### config.mk
export PLATFORM = sky130hd
export DESIGN_NAME = hash_req_arbiter_flat
export DESIGN_NICKNAME = d
export VERILOG_FILES = /design/src/rtl/hash_req_arbiter_if.sv /design/src/rtl/hash_req_arbiter.sv /design/src/flat_wrapper.sv
export SDC_FILE = /design/constraint.sdc
export NUM_CORES = 1
export LEC_CHECK = 0
export CORE_ASPECT_RATIO = 0.5
export CORE_UTILIZATION = 39
export DETAILED_ROUTE_END_ITERATION = 7
export MAX_ROUTING_LAYER = met4
export PLACE_DENSITY = 0.77
export SLEW_MARGIN = 10
export SYNTH_ARGS = -nofsm -noshare
export SYNTH_HDL_FRONTEND = slang
export SYNTH_SLANG_ARGS = --single-unit
export TNS_END_PERCENT = 20
### constraint.sdc
create_clock -name clk -period 2.6 [get_ports clk]
set_input_delay 0.52 -clock clk [delete_from_list [all_inputs] [get_ports clk]]
set_output_delay 0.52 -clock clk [all_outputs]
set_load 0.02 [all_outputs]
### src/rtl/hash_req_arbiter_if.sv
// Request/response bundle between NUM_REQ header parsers, the arbiter and the
// single hash_controller_ip instance. The slave modport is the arbiter's view;
// the master modport is the environment (parsers plus hash table) view.
interface hash_req_arbiter_if #(
    parameter int unsigned NUM_REQ   = 4,
    parameter int unsigned IP_ADDR_W = 32
);
    // Requester side
    logic [NUM_REQ-1:0]           req_valid_i;
    logic [NUM_REQ-1:0]           req_insert_i;
    logic [NUM_REQ*IP_ADDR_W-1:0] req_ip_addr_i;
    logic [NUM_REQ-1:0]           req_ready_o;

    // Hash table side
    logic                         insert_val_o;
    logic                         look_up_val_o;
    logic [IP_ADDR_W-1:0]         ip_addr_o;
    logic                         ip_addr_found_i;
    logic                         ip_addr_found_valid_i;

    // Response back to the winning requester
    logic [NUM_REQ-1:0]           rsp_valid_o;
    logic                         rsp_found_o;
    logic                         rsp_timeout_o;

    modport slave (
        input  req_valid_i,
        input  req_insert_i,
        input  req_ip_addr_i,
        input  ip_addr_found_i,
        input  ip_addr_found_valid_i,
        output req_ready_o,
        output insert_val_o,
        output look_up_val_o,
        output ip_addr_o,
        output rsp_valid_o,
        output rsp_found_o,
        output rsp_timeout_o
    );

    modport master (
        output req_valid_i,
        output req_insert_i,
        output req_ip_addr_i,
        output ip_addr_found_i,
        output ip_addr_found_valid_i,
        input  req_ready_o,
        input  insert_val_o,
        input  look_up_val_o,
        input  ip_addr_o,
        input  rsp_valid_o,
        input  rsp_found_o,
        input  rsp_timeout_o
    );
endinterface

### src/rtl/hash_req_arbiter.sv
// Round-robin arbiter sharing one hash_controller_ip between NUM_REQ parsers.
// One operation is in flight at a time; the lookup result (or a timeout) is
// returned as a one-cycle pulse to the requester that won the grant.
module hash_req_arbiter #(
    parameter int unsigned NUM_REQ    = 4,
    parameter int unsigned IP_ADDR_W  = 32,
    parameter int unsigned INSERT_GAP = 2,
    parameter int unsigned LOOKUP_TMO = 63
) (
    input  logic              clk,
    input  logic              rst,
    hash_req_arbiter_if.slave bus
);
    localparam int unsigned IdxW   = $clog2(NUM_REQ);
    localparam int unsigned CntMax = (LOOKUP_TMO > INSERT_GAP) ? LOOKUP_TMO : INSERT_GAP;
    localparam int unsigned CntW   = $clog2(CntMax + 1);

    localparam logic [CntW-1:0] GapLast = CntW'((INSERT_GAP == 0) ? 0 : INSERT_GAP - 1);
    localparam logic [CntW-1:0] TmoLast = CntW'(LOOKUP_TMO - 1);
    localparam logic [IdxW-1:0] IdxLast = IdxW'(NUM_REQ - 1);

    typedef enum logic [2:0] {
        StIdle,
        StIssue,
        StWaitLk,
        StInsGap,
        StRespond
    } state_e;

    state_e                 state_q, state_d;
    logic [IdxW-1:0]        rr_q, rr_d;
    logic [IdxW-1:0]        idx_q, idx_d;
    logic                   ins_q, ins_d;
    logic [IP_ADDR_W-1:0]   addr_q, addr_d;
    logic [CntW-1:0]        cnt_q, cnt_d;
    logic                   found_q, found_d;
    logic                   tmo_q, tmo_d;

    logic                   grant_found;
    logic [IdxW-1:0]        grant_idx;
    logic [IdxW-1:0]        cand;

    // Pick the first valid requester at or after the round-robin pointer.
    always_comb begin
        grant_found = 1'b0;
        grant_idx   = '0;
        cand        = '0;
        for (int unsigned i = 0; i < NUM_REQ; i++) begin
            cand = IdxW'((32'(rr_q) + i) % NUM_REQ);
            if (!grant_found && bus.req_valid_i[cand]) begin
                grant_found = 1'b1;
                grant_idx   = cand;
            end
        end
    end

    // State and operation context registers; reset aborts any operation in flight.
    always_ff @(posedge clk or negedge rst) begin
        if (!rst) begin
            state_q <= StIdle;
            rr_q    <= '0;
            idx_q   <= '0;
            ins_q   <= 1'b0;
            addr_q  <= '0;
            cnt_q   <= '0;
            found_q <= 1'b0;
            tmo_q   <= 1'b0;
        end else begin
            state_q <= state_d;
            rr_q    <= rr_d;
            idx_q   <= idx_d;
            ins_q   <= ins_d;
            addr_q  <= addr_d;
            cnt_q   <= cnt_d;
            found_q <= found_d;
            tmo_q   <= tmo_d;
        end
    end

    // Next-state logic and all outputs, decoded from the current state.
    always_comb begin
        state_d = state_q;
        rr_d    = rr_q;
        idx_d   = idx_q;
        ins_d   = ins_q;
        addr_d  = addr_q;
        cnt_d   = cnt_q;
        found_d = found_q;
        tmo_d   = tmo_q;

        bus.req_ready_o   = '0;
        bus.insert_val_o  = 1'b0;
        bus.look_up_val_o = 1'b0;
        bus.ip_addr_o     = '0;
        bus.rsp_valid_o   = '0;
        bus.rsp_found_o   = 1'b0;
        bus.rsp_timeout_o = 1'b0;

        // Address is presented for the whole operation, not only the strobe cycle.
        if (state_q != StIdle) begin
            bus.ip_addr_o = addr_q;
        end

        unique case (state_q)
            StIdle: begin
                // Ready is gated by reset so nothing is granted while held in reset.
                if (grant_found && rst) begin
                    bus.req_ready_o[grant_idx] = 1'b1;
                end
                if (grant_found) begin
                    idx_d   = grant_idx;
                    ins_d   = bus.req_insert_i[grant_idx];
                    addr_d  = bus.req_ip_addr_i[32'(grant_idx) * IP_ADDR_W +: IP_ADDR_W];
                    rr_d    = (grant_idx == IdxLast) ? '0 : grant_idx + IdxW'(1);
                    state_d = StIssue;
                end
            end

            StIssue: begin
                bus.insert_val_o  = ins_q;
                bus.look_up_val_o = !ins_q;
                cnt_d             = '0;
                found_d           = 1'b0;
                tmo_d             = 1'b0;
                if (!ins_q) begin
                    state_d = StWaitLk;
                end else if (INSERT_GAP == 0) begin
                    state_d = StRespond;
                end else begin
                    state_d = StInsGap;
                end
            end

            StInsGap: begin
                if (cnt_q == GapLast) begin
                    state_d = StRespond;
                end else begin
                    cnt_d = cnt_q + CntW'(1);
                end
            end

            StWaitLk: begin
                // A result arriving on the last wait cycle beats the timeout.
                if (bus.ip_addr_found_valid_i) begin
                    found_d = bus.ip_addr_found_i;
                    state_d = StRespond;
                end else if (cnt_q == TmoLast) begin
                    tmo_d   = 1'b1;
                    state_d = StRespond;
                end else begin
                    cnt_d = cnt_q + CntW'(1);
                end
            end

            StRespond: begin
                bus.rsp_valid_o[idx_q] = 1'b1;
                bus.rsp_found_o        = found_q;
                bus.rsp_timeout_o      = tmo_q;
                state_d                = StIdle;
            end

            default: begin
                state_d = StIdle;
            end
        endcase
    end
endmodule

### src/flat_wrapper.sv
// flat-port wrapper written by rule: the top's interface ports become plain ports
module hash_req_arbiter_flat 
#(
    parameter int unsigned NUM_REQ    = 4,
    parameter int unsigned IP_ADDR_W  = 32,
    parameter int unsigned INSERT_GAP = 2,
    parameter int unsigned LOOKUP_TMO = 63
)
  (clk, rst, bus_req_valid_i, bus_req_insert_i, bus_req_ip_addr_i, bus_ip_addr_found_i, bus_ip_addr_found_valid_i, bus_req_ready_o, bus_insert_val_o, bus_look_up_val_o, bus_ip_addr_o, bus_rsp_valid_o, bus_rsp_found_o, bus_rsp_timeout_o);
  hash_req_arbiter_if #(.NUM_REQ(NUM_REQ), .IP_ADDR_W(IP_ADDR_W)) bus_i ();
  input  logic clk;
  input  logic rst;
  input wire logic [$bits(bus_i.req_valid_i)-1:0] bus_req_valid_i;
  input wire logic [$bits(bus_i.req_insert_i)-1:0] bus_req_insert_i;
  input wire logic [$bits(bus_i.req_ip_addr_i)-1:0] bus_req_ip_addr_i;
  input wire logic [$bits(bus_i.ip_addr_found_i)-1:0] bus_ip_addr_found_i;
  input wire logic [$bits(bus_i.ip_addr_found_valid_i)-1:0] bus_ip_addr_found_valid_i;
  output wire logic [$bits(bus_i.req_ready_o)-1:0] bus_req_ready_o;
  output wire logic [$bits(bus_i.insert_val_o)-1:0] bus_insert_val_o;
  output wire logic [$bits(bus_i.look_up_val_o)-1:0] bus_look_up_val_o;
  output wire logic [$bits(bus_i.ip_addr_o)-1:0] bus_ip_addr_o;
  output wire logic [$bits(bus_i.rsp_valid_o)-1:0] bus_rsp_valid_o;
  output wire logic [$bits(bus_i.rsp_found_o)-1:0] bus_rsp_found_o;
  output wire logic [$bits(bus_i.rsp_timeout_o)-1:0] bus_rsp_timeout_o;
  assign bus_i.req_valid_i = bus_req_valid_i;
  assign bus_i.req_insert_i = bus_req_insert_i;
  assign bus_i.req_ip_addr_i = bus_req_ip_addr_i;
  assign bus_i.ip_addr_found_i = bus_ip_addr_found_i;
  assign bus_i.ip_addr_found_valid_i = bus_ip_addr_found_valid_i;
  assign bus_req_ready_o = bus_i.req_ready_o;
  assign bus_insert_val_o = bus_i.insert_val_o;
  assign bus_look_up_val_o = bus_i.look_up_val_o;
  assign bus_ip_addr_o = bus_i.ip_addr_o;
  assign bus_rsp_valid_o = bus_i.rsp_valid_o;
  assign bus_rsp_found_o = bus_i.rsp_found_o;
  assign bus_rsp_timeout_o = bus_i.rsp_timeout_o;
  hash_req_arbiter #(.NUM_REQ(NUM_REQ), .IP_ADDR_W(IP_ADDR_W), .INSERT_GAP(INSERT_GAP), .LOOKUP_TMO(LOOKUP_TMO)) u_core (.clk(clk), .rst(rst), .bus(bus_i));
endmodule
# After elaboration in Yosys (flattened, before gate mapping)
# Index checks and enable logic that the tools add are counted.
# Widths: inputs -> output; s select.
dict set report word_totals {
  reg_bits 48
  out_inout_bits 44
  wordCells 102
}
dict set report classes {
  n_addsub 5
  order_cmp 8
  n_eq_ne 15
  shift 1
  muxes 46
  reduce_logical 19
}
# cell count
set op_table {}
lappend op_table {{$shiftx 128x8->32} 1}
lappend op_table {{$mux 32} 1}
lappend op_table {{$mux 1} 19}
lappend op_table {{$lt 2x3->1 const B} 6}
lappend op_table {{$mux 6} 3}
lappend op_table {{$pmux 6 s3} 1}
lappend op_table {{$mux 3} 4}
lappend op_table {{$mux 4} 3}
lappend op_table {{$pmux 3 s4} 1}
lappend op_table {{$bmux 1 s2} 5}
lappend op_table {{$mux 2} 5}
lappend op_table {{$ne 2x2->1 const B} 4}
lappend op_table {{$add 6x1->6 const B} 1}
lappend op_table {{$eq 3x2->1 const B} 2}
lappend op_table {{$eq 6x1->1 const B} 1}
lappend op_table {{$eq 6x6->1 const B} 1}
lappend op_table {{$logic_and 1x1->1} 6}
lappend op_table {{$ne 2x1->1 const B} 3}
lappend op_table {{$reduce_and 3->1} 2}
lappend op_table {{$reduce_bool 3->1} 2}
lappend op_table {{$add 2x1->2 const B} 2}
lappend op_table {{$add 2x2->2 const B} 2}
lappend op_table {{$demux 1 s2} 2}
lappend op_table {{$ge 2x1->1 const B} 2}
lappend op_table {{10 further kinds} 15}

# Depth between registers and ports, before layout
# Gate-level depths: netlist of run 1.
dict set report logic_depth {
  word_depth 18
  ltp_mapped 10
}

# Worst setup path after synthesis of run 1
# No wires, ideal clock.
dict set report synth_timing {
  path_type {in2out}
  start {in bus_req_valid_i[1]}
  end {out bus_req_ready_o[1]}
  arrival_time_ns 1.942
  t_required_ns 2.080
  setup_slack_ns 0.138
  path_stages 6
  cell_sequence {a21bo_2 -> a221o_1 -> buf_6 -> buf_6 -> buf_6 -> nor3_1}
}
dict set report synth_between {
  elab_chain_len 18
}
# element line_no
set synth_lines {}
lappend synth_lines {{start: declaration} flat_wrapper.sv:13} ;# input wire logic [$bits(bus_i.req_valid_i)-1:0] bus_req_valid_i;
lappend synth_lines {{$bmux 1 s2} hash_req_arbiter.sv:50} ;# if (!grant_found && bus.req_valid_i[cand]) begin
lappend synth_lines {{$mux 1 (implied by the code)} hash_req_arbiter.sv:50}
lappend synth_lines {{$mux 1} hash_req_arbiter.sv:50}
lappend synth_lines {{$logic_not 1->1} hash_req_arbiter.sv:50}
lappend synth_lines {{$logic_and 1x1->1} hash_req_arbiter.sv:50}
lappend synth_lines {{$mux 1} hash_req_arbiter.sv:50}
lappend synth_lines {{$logic_not 1->1} hash_req_arbiter.sv:50}
lappend synth_lines {{$logic_and 1x1->1} hash_req_arbiter.sv:50}
lappend synth_lines {{[... 2 more ...]} -}
lappend synth_lines {{$logic_and 1x1->1} hash_req_arbiter.sv:50}
lappend synth_lines {{$mux 2} hash_req_arbiter.sv:50}
lappend synth_lines {{$lt 2x3->1 (implied by the code) or $ge 2x1->1 (tied branches)} hash_req_arbiter.sv:108} ;# bus.req_ready_o[grant_idx] = 1'b1;
lappend synth_lines {{$logic_and 1x1->1 (implied by the code)} hash_req_arbiter.sv:108}
lappend synth_lines {{$mux 1 (implied by the code)} hash_req_arbiter.sv:108}
lappend synth_lines {{$demux 1 s2} -}
lappend synth_lines {{$mux 4 *} hash_req_arbiter.sv:107} ;# if (grant_found && rst) begin
lappend synth_lines {{$mux 4 *} hash_req_arbiter.sv:104} ;# unique case (state_q)
lappend synth_lines {{end: declaration} flat_wrapper.sv:18} ;# output wire logic [$bits(bus_i.req_ready_o)-1:0] bus_req_ready_o;
# Mark *: on every way between the ends. The rest lies on a longest branch, timed or not. The select of a mux whose other input is x is not followed.

# Worst setup path after layout of run 1
dict set report layout_timing {
  start {in bus_req_valid_i[3]}
  end {out bus_req_ready_o[3]}
}
# Same word-level chain as after synthesis.

==> results of run 1 <==
cell families after synthesis:
logic type	synth area share, %
adder cells (fa/ha/maj)	1.52
buffers and inverters	6.00
AND/OR/NAND/NOR	14.4
flip-flops	36.4
AO/OA/AOI/OAI	21.0
multiplexers	20.7
worst max-delay path, delay by kind of cell:
kind                     cells  cell delay, ns
adder cells (fa/ha/maj)      1            0.17
AND/OR/NAND/NOR              1            0.17
AO/OA/AOI/OAI                1            0.43
buffers and inverters        4            0.73
routing by layer:
layer	share of wire, %	routed length, um	vias up
met2	52	5350	84
met3	3.8	389	29
met1	41	4250	1508
met5	0	0	-
met4	2.9	294	0
li1	-	-	1603
Yosys cell counts (4+ instances only):
master and instances:
o31ai_1 4, nand2_1 15, buf_2 7, nor2_1 5, buf_6 7, inv_1 9, ha_1 4, nand3_1 4
nor2b_1 33, mux2i_1 67, o21ai_1 32, a21oi_1 8, a2bb2oi_1 32, o21ai_0 8, clkbuf_1 7, nor3_1 4
and2_1 5, dfrtp_1 48
timing repair:
action	4_1_cts	5_1_grt
cloned	0	0
setup endpoints to repair	13	20
endpoints found under the hold margin	0	0
pin swaps	0	1
resized for setup	24	12
sequential cells by signal, summed over array words and instances, names as in the netlist:
register,flops
u_core.addr_q,32
u_core.cnt_q,6
u_core.found_q,1
u_core.idx_q,2
u_core.ins_q,1
u_core.rr_q,2
u_core.state_q,3
u_core.tmo_q,1
final cells by class:
class / instances / area share (%)
Clock buffer: 6 / 2.54
Clock inverter: 2 / 0.274
Inverter: 9 / 0.617
Multi-Input combinational cell: 254 / 35.4
Sequential cell: 48 / 21.9
Tap cell: 112 / 2.56
Timing Repair Buffer: 203 / 36.7
layout by cell type, fill, tap and decap left out, drive strengths merged, types with 2 or more instances in the layout:
master         netlist  routed
or3                  3       3
o211ai               3       3
dlymetal6s2s         0       3
nand2b               3       3
and3                 3       3
mux2i               67      67
o21a                 2       2
clkbuf               8       6
nor2                 5       5
nand3                4       4
a21oi                8       8
a211o                2       2
nor3                 5       5
nor2b               33      33
nor3b                2       2
a2bb2oi             32      32
nand2               15      15
clkinvlp             0       2
ha                   4       4
clkdlybuf4s50        0     174
inv                  9       9
o21ai               40      40
buf                 17      25
and2                 5       5
o31ai                4       4
dfrtp               48      48
power by group:
| group | leakage [nW] | internal [mW] | switching, mW | total [mW] |
|---|---|---|---|---|
| combinational | 1.82 | 1.77 | 1.82 | 3.59 |
| clock | 0.0691 | 0.383 | 0.291 | 0.674 |
| sequential | 0.604 | 1.09 | 0.238 | 1.33 |
path summary, 6_finish.rpt:
check | end | cells past startpoint | startpoint
worst max-delay path | bus_req_ready_o[3] | 7 | bus_req_valid_i[3]
worst min-delay path | u_core.ins_q | 2 | rst
worst max register to register | u_core.addr_q[25] | 7 | u_core.rr_q[1]
worst min register to register | u_core.addr_q[5] | 2 | u_core.addr_q[5]
max in group asynchronous | u_core.addr_q[24] | 2 | rst
min in group clk | u_core.addr_q[5] | 2 | u_core.addr_q[5]
stage by stage:
step / util (%) / hold slack (ns) / cell area [um2]
6_report: 67.7 / 0.384 / 5470
5_1_grt: 67.7 / 0.430 / 5470
4_1_cts: 67.4 / 0.397 / 5450
3_5_place_dp: 65.5 / 0.466 / 5290
3_3_place_gp: 65.5 / 0.464 / 5290
2_1_floorplan: - / 0.224 / 3300
==> run summary, run 1 <==
Status -> completed
Post-detail-place hpwl -> 7600 um
Row Count -> 23
Pre-CTS WS -> -0.541 ns
Initial antenna violation count -> 0
Ports -> 184
Slew Limit Fails -> 0
Yosys cell types -> 44
Worst Hold Class -> in2async
Crit-path max FO -> 4
Setup violators final -> 0
Die area -> 8850 um2
Area delta synth->final -> 66.0%
Filler cells -> 667
# diodes -> 0
Final Hold Fails -> 0
Slowest CP cell -> clkdlybuf4s50_1
Relative slew slack -> 52.9%
Core Area -> 8090 um2
Reg area -> 1200 um2
Pwr dens -> 1020 nW/um2
Worst Clk Skew -> 0.00342 ns
Synth top area share -> 36.4%
Leading area contributor after synthesis -> dfrtp_1
Critical path arrival -> 2.01 ns
Total CTS buffers -> 5
Critical Setup Path Class -> in2out
Max-Cap Viols -> 0
Detailed Route WL -> 10300 um
CTS Sinks -> 48
Ys async rst share -> 100%
Clock buffer depth -> 2
Number of post-CTS setup repair buffers -> 0
Post-synth top flop -> dfrtp_1
Slew at the pin closest to its max-slew limit -> 0.706 ns
Setup ws final -> 0.0716 ns
RSZ-0062 raised after global routing -> false
Yosys Warn Count -> 0
Share of layout cells above drive strength 1 -> 8.81%
Critical-path cell list -> clkdlybuf4s50_1 > inv_1 > a221o_4 > inv_2 > ha_2 > and3_4 > buf_6
Fmax -> 0.396 GHz
Drc violations -> 0
First-pass GRT wire length -> 16400 um
Initial core utilization -> 40.8%
Reg-to-reg slack, setup -> 0.34 ns
GPL Wtd Cong -> 0.858
WL/cell -> 16.2 um
Vias in the first global route -> 3232
Tmin final -> 2.53 ns
Worst endpoint required time -> 2.08 ns
Register area share after synthesis -> 36.4%
Syn Inst Count -> 336
FF+latch count, synth -> 48
Via count -> 3224
Grt peak-use layer -> met2
Total power -> 5.59 mW
EDFF count, synth -> 0
Post-Synthesis Cell Area -> 3300 um2
Met3 usage -> 4.64%
Inst Count DP -> 626
Largest net degree at the start of global routing -> 49
Leakage -> 2.50 nW
Skew-Pair Late Insertion Delay -> 0.29 ns
Grt met2 use -> 45.0%
Via density -> 5.09
ANT nets after route -> 0
Final Cycle Share -> 97.2%
Multi-input gate area -> 1940 um2
Port Buffer Count -> 183
H-tree levels -> 2
First DRT Iteration DRCs -> 119
Overflow left after global routing -> 0
Worst path max stage delay -> 0.48 ns
Synth area leaders -> dfrtp_1 (36%), mux2i_1 (20%), a2bb2oi_1 (8.5%)
Root Buffer -> clkbuf_16
Die width -> 132 um
Setup crit start kind -> input port
First drt pass iteration count -> 4
TritonCTS clock tree -> built
Final nets -> 665
Finished Layout Cells -> 634
Hold_buf cts -> 0
Crit path capture type -> output pin
Post-Syn Nets -> 480
Setup TNS -> 0 ns
Worst vdd ir -> 0.377 mV
M1 GR Usage -> 27.5%
Die Height -> 67.0 um
Synth Area per Inst -> 9.81 um2
Clk slew on worst S/H paths -> 0.07 ns
GRT Overall Usage -> 24.7%
Power figures use the tool's default switching activity.
==> inputs of run 2 (changes only) <==
TNS_END_PERCENT = unset   (was 20)
==> results of run 2 <==
Same layout as run 1: the final DEF is identical, and so are final timing and power.
